**config.mk**
```make
export PLATFORM = sky130hd
export DESIGN_NAME = cpu_control_unit
export DESIGN_NICKNAME = d
export VERILOG_FILES = /design/src/rtl/cpu_control_unit.sv
export SDC_FILE = /design/constraint.sdc
export NUM_CORES = 1
export LEC_CHECK = 0
export ABC_AREA = 1
export BUFFER_PORTS_ARGS = -buffer_cell sky130_fd_sc_hd__buf_2
export CAP_MARGIN = 30
export CORE_AREA = 2 2 39 41
export CTS_BUF_LIST = sky130_fd_sc_hd__clkbuf_8
export CTS_CLUSTER_DIAMETER = 100
export DETAILED_ROUTE_END_ITERATION = 10
export DIE_AREA = 0 0 41 43
export PLACE_DENSITY = 0.7
export SYNTH_ARGS = -nofsm -noshare
export SYNTH_HDL_FRONTEND = slang
export SYNTH_SLANG_ARGS = --single-unit
```
**constraint.sdc**
```tcl
create_clock -name clk -period 1.7 [get_ports clk]
set_input_delay 0.085 -clock clk [delete_from_list [all_inputs] [get_ports clk]]
set_output_delay 0.085 -clock clk [all_outputs]
set_load 0.02 [all_outputs]
```
**src/rtl/cpu_control_unit.sv**
```systemverilog
// Multi-cycle control FSM for the 8-bit CPU: FETCH/DECODE/EXEC/MEM/WB/HALT sequencing with datapath strobes.
// Optional CPU_CTRL_PERF_EN adds retired-instruction and active-cycle counters.
module cpu_control_unit #(
    parameter int STATE_W        = 3,
    parameter bit ILLEGAL_AS_NOP = 1'b1
) (
    input  logic               clk,
    input  logic               reset,
    input  logic               run,
    input  logic [7:0]         instruction_in,
    output logic               reg_write,
    output logic               mem_write,
    output logic               alu_src,
    output logic               pc_write,
    output logic [2:0]         alu_op,
    output logic               mem_to_reg,
    output logic               halted,
    output logic               illegal_op,
    output logic [STATE_W-1:0] state_out
`ifdef CPU_CTRL_PERF_EN
    ,
    output logic [15:0]        instr_retired,
    output logic [15:0]        cycle_count
`endif
);

    typedef enum logic [2:0] {
        FETCH  = 3'd0,
        DECODE = 3'd1,
        EXEC   = 3'd2,
        MEM    = 3'd3,
        WB     = 3'd4,
        HALT   = 3'd5
    } state_e;

    state_e     state_q, state_d;
    logic [7:0] ir_q, ir_d;
    logic       illegal_q, illegal_d;

    logic [3:0] opcode;
    logic       op_alu, op_ld, op_st, op_hlt, op_undef;
    logic       ir_operand_unused;

    assign opcode            = ir_q[7:4];
    assign op_alu            = (opcode >= 4'h1) && (opcode <= 4'h6);
    assign op_ld             = (opcode == 4'h7);
    assign op_st             = (opcode == 4'h8);
    assign op_hlt            = (opcode == 4'hF);
    assign op_undef          = (opcode >= 4'h9) && (opcode <= 4'hE);
    // Register operand fields are consumed by the datapath, not by the sequencer.
    assign ir_operand_unused = ^ir_q[3:0];

    always_ff @(posedge clk or negedge reset) begin
        if (!reset) begin
            state_q   <= FETCH;
            ir_q      <= 8'h00;
            illegal_q <= 1'b0;
        end else begin
            state_q   <= state_d;
            ir_q      <= ir_d;
            illegal_q <= illegal_d;
        end
    end

    always_comb begin
        state_d    = state_q;
        ir_d       = ir_q;
        illegal_d  = illegal_q;
        reg_write  = 1'b0;
        mem_write  = 1'b0;
        pc_write   = 1'b0;
        alu_op     = 3'b000;
        alu_src    = 1'b0;
        mem_to_reg = 1'b0;

        // Operand-select fields stay stable for the whole execute phase of the instruction.
        if (state_q == EXEC || state_q == MEM || state_q == WB) begin
            case (opcode)
                4'h2:    alu_op     = 3'b001;
                4'h3:    alu_op     = 3'b010;
                4'h4:    alu_op     = 3'b011;
                4'h5:    alu_op     = 3'b100;
                4'h6:    alu_src    = 1'b1;
                4'h7:    mem_to_reg = 1'b1;
                default: ;
            endcase
        end

        case (state_q)
            FETCH: begin
                if (run) state_d = DECODE;
            end
            DECODE: begin
                ir_d    = instruction_in;
                state_d = EXEC;
            end
            EXEC: begin
                if (op_undef) illegal_d = 1'b1;
                if (op_alu) begin
                    state_d = WB;
                end else if (op_ld || op_st) begin
                    state_d = MEM;
                end else if (op_hlt || (op_undef && !ILLEGAL_AS_NOP)) begin
                    state_d = HALT;
                end else begin
                    pc_write = 1'b1;
                    state_d  = FETCH;
                end
            end
            MEM: begin
                if (op_ld) begin
                    state_d = WB;
                end else begin
                    mem_write = op_st;
                    pc_write  = 1'b1;
                    state_d   = FETCH;
                end
            end
            WB: begin
                reg_write = 1'b1;
                pc_write  = 1'b1;
                state_d   = FETCH;
            end
            HALT:    state_d = HALT;
            default: state_d = FETCH;
        endcase
    end

    assign halted     = (state_q == HALT);
    assign illegal_op = illegal_q;
    assign state_out  = STATE_W'(state_q);

`ifdef CPU_CTRL_PERF_EN
    logic [15:0] retired_q, cycles_q;

    always_ff @(posedge clk or negedge reset) begin
        if (!reset) begin
            retired_q <= 16'h0000;
            cycles_q  <= 16'h0000;
        end else begin
            if (pc_write) retired_q <= retired_q + 16'd1;
            if (state_q != HALT) cycles_q <= cycles_q + 16'd1;
        end
    end

    assign instr_retired = retired_q;
    assign cycle_count   = cycles_q;
`endif

endmodule

```
==> run summary <==
CRITICAL PATH
----------------------------------------------------------------------------------------
Delay contributed by the slowest stage of the critical path ...............      0.44 ns
Cell-by-cell trace of the critical path ................................... nor2_1 -> nand2_2 -> o21ai_2 -> nand2_1 -> nor2_1 -> buf_2
Crit start category .......................................................    flip-flop
Path depth of the worst reg2reg path ......................................            6
Setup Crit Path Kind ...................................................... flip-flop to primary output
Most frequent cell on the critical path ...................................       nor2_1
Top fanout value on the critical path .....................................            6
Worst Path Required .......................................................      1.62 ns
Crit. End Element ......................................................... primary output
Library cell contributing the largest single delay on the critical path ...      dfrtp_1
Worst EP arrival ..........................................................      1.37 ns

TIMING
----------------------------------------------------------------------------------------
FMAX ......................................................................      685 MHz
Final Setup Violations ....................................................            0
Setup repair after global routing missed its margin .......................           no
Worst relative slew slack .................................................        78.6%
Summed negative setup slack over all endpoints ............................         0 ns
Worst clock skew on the final layout ......................................   0.00107 ns
Final cycle utilization of the critical path ..............................        85.8%
Final hold vios ...........................................................            0
Transition time of the tightest slew-check pin ............................     0.321 ns
Final Critical Period .....................................................      1.46 ns
Max Slew Vio Count ........................................................            0

CLOCK NETWORK
----------------------------------------------------------------------------------------
Total clock buffers created by CTS ........................................            3
Post CTS Setup Buffer Count ...............................................            0
CTS resizes ...............................................................            0
TritonCTS clock tree ......................................................        built
Skew-Pair Late Insertion Delay ............................................      0.22 ns
Number of buffers on the longest clock path ...............................            2
CTS HTree Levels ..........................................................            1
Clock net sink count ......................................................            8
Clock transition at the registers of the reported paths ...................      0.04 ns
CTS Root Cell .............................................................     clkbuf_8

FLOORPLANNING
----------------------------------------------------------------------------------------
Count of boundary I/O pins ................................................           24
Area of the core ..........................................................     1380 um2
Number of core rows .......................................................           14
Die width .................................................................        41 um
Die Area ..................................................................     1760 um2
Initial core utilization ..................................................        38.5%
Vertical die dimension ....................................................        43 um

PWR
----------------------------------------------------------------------------------------
Maximum vdd ir drop .......................................................      1.07 mV
Pleak .....................................................................     0.415 nW
Power per unit of standard cell area ......................................  2000 nW/um2
Internal power of the cells ...............................................     0.695 mW
Switch Pwr ................................................................     0.702 mW
Portion of total power attributed to sequential cells .....................        29.4%
Switching share of power ..................................................        50.2%
Clock Power Share .........................................................        15.3%
Combinational share of power ..............................................        55.3%

PLACEMENT
----------------------------------------------------------------------------------------
Weighted congestion reported at the end of routability-driven placement ...        0.722
Total half-perimeter wirelength after legalization and detailed placement .       877 um
Post-detailed-placement cell area .........................................      648 um2
IO Port Bufs ..............................................................           19

LOGIC SYNTHESIS
----------------------------------------------------------------------------------------
Ys Warns ..................................................................            0
Mean instance size in the synthesized netlist .............................     6.50 um2
Share of Yosys cell area claimed by the top area cell type ................        37.6%
Sequential cell area fraction in the yosys report .........................        37.6%
Number of distinct standard cells referenced by the synthesized netlist ...           18
Top post-synthesis cells by area .......................................... dfrtp_1, nand2_1, inv_1
Post-synthesis cell count .................................................           82
Net Count, Synth ..........................................................           93
Yosys top cell by area ....................................................      dfrtp_1
Count of state elements after synthesis ...................................            8
Cell area after synthesis .................................................      533 um2

ROUTE
----------------------------------------------------------------------------------------
Detailed router's first-iteration violation count .........................           11
Post-detailed-routing wire length .........................................      1030 um
DRC errors left ...........................................................            0
DR WL/cell ................................................................      8.53 um
Per-cell via count in the routed design ...................................         4.62
First-pass DRT Iterations .................................................            4
Total number of vias ......................................................          559
Number of nets with antenna violations after routing ......................            0

FINISH
----------------------------------------------------------------------------------------
Finished Cell Area ........................................................      699 um2
Leading cell type in the layout, fill and taps excluded ...................      nand2_1
Commonest non-fill, non-tap cells in the layout ........................... nand2_1, buf_2, inv_1, nor2_1, dfrtp_1
Diode insertion count for antenna repair ..................................            0
Count of nets after finishing .............................................          118
Fraction of layout cells with a size suffix above 1 .......................        32.4%
Layout Area Growth over Synthesis .........................................        31.2%
Number of fill cells in the layout ........................................          139

GRT
----------------------------------------------------------------------------------------
Met3 capacity usage during global routing .................................        1.57%
Antenna violations before repair ..........................................            0
Busiest metal layer after global routing ..................................         met1
M2 GR Usage ...............................................................        19.1%
Number of global-route vias before repair .................................          463
Pin count of the biggest net entering global routing ......................            9
Sum of overflow across all layers after global routing ....................            0
Wire length of the first global-routing pass ..............................      1730 um
Grt met1 use ..............................................................        20.6%
Total Routing Usage GR ....................................................        14.0%

HOLD PATH
----------------------------------------------------------------------------------------
Cell depth of the worst hold path .........................................            3
Worst min path class ...................................................... primary input to flip-flop

JOB
----------------------------------------------------------------------------------------
Max Cap Violations ........................................................            0

RUN STATUS
----------------------------------------------------------------------------------------
Status .................................................................... complete, no violations

-- state kept, by name, indices dropped and copies added, names as in the netlist --
name / flops
ir_q: 4
illegal_op: 1
state_out: 3
-- cell usage after synthesis --
cell      instances
nor3_2            1
nand3_2           2
nand4_1           1
inv_2             4
o21ai_0           2
nor3_1            1
a21oi_2           1
nor2_1            9
nand3_1           3
clkinv_1          1
dfrtp_1           8
nor2_2            2
nand2_1          29
nand2_2           1
inv_1             9
o21ai_2           1
a21oi_1           3
o21ai_1           4
-- power groups by stage --
stage | clock (mW) | combinational [mW] | sequential, mW
floorplan | 0 | 0.535 | 0.452
global placement | 0 | 0.763 | 0.409
detailed placement | 0 | 0.776 | 0.411
CTS | 0.218 | 0.781 | 0.409
global route | 0.229 | 0.879 | 0.430
finish | 0.213 | 0.772 | 0.411
-- critical path, delay by kind of cell (launching register included) --
family	cells	cell delay (ns)
AO/OA/AOI/OAI	1	0.10
AND/OR/NAND/NOR	4	0.44
buffers and inverters	1	0.16
flip-flops	1	0.44
-- routing by layer --
metal	share of wire, %	up-vias
li1	-	305
met1	50	240
met2	45	12
met3	4.7	2
met4	0.78	0
met5	0	-
-- repair_timing --
item,CTS,global route
hold buffers,1,0
endpoints found under the setup margin,0,0
hold endpoints to repair,8,0
-- final cells by class --
cell class	count	area [um2]	share of cell area [%]
multi-input cells	60	280	40.1
well taps	16	20.0	2.86
inverters	14	52.6	7.51
repair buffers	20	105	15.0
clock buffers	3	41.3	5.90
flip-flops and latches	8	200	28.6
-- through the flow --
stage	utilization [%]	std cells	setup WS (ns)	hold WS (ns)	total power, mW
final	50.5	121	0.241	0.0791	1.40
after global routing	50.5	121	0.0989	0.0959	1.54
after CTS	50.5	121	0.223	0.0791	1.41
after detailed placement	46.8	117	0.463	-0.0693	1.19
after global placement	46.8	117	0.488	-0.0728	1.17
after floorplan	-	82	0.402	-0.211	0.987
-- worst paths after layout --
check	slack (ns)	to	from
worst max-delay path	0.24	alu_src	state_out[0]
worst min-delay path	0.08	ir_q[7]	instruction_in[7]
worst max register to register	0.58	state_out[2]	ir_q[5]
worst min register to register	0.46	illegal_op	illegal_op
max in group asynchronous	1.31	ir_q[5]	reset
min in group asynchronous	0.23	state_out[0]	reset
-- cells by family (layout without fill, tap and decap cells) --
logic type,Yosys count,count (layout),share of synthesized area [%]
buffers and inverters,14,37,9.86
AO/OA/AOI/OAI,11,11,11.7
AND/OR/NAND/NOR,49,49,40.8
flip-flops,8,8,37.6
(Power assumes the default switching activity.)
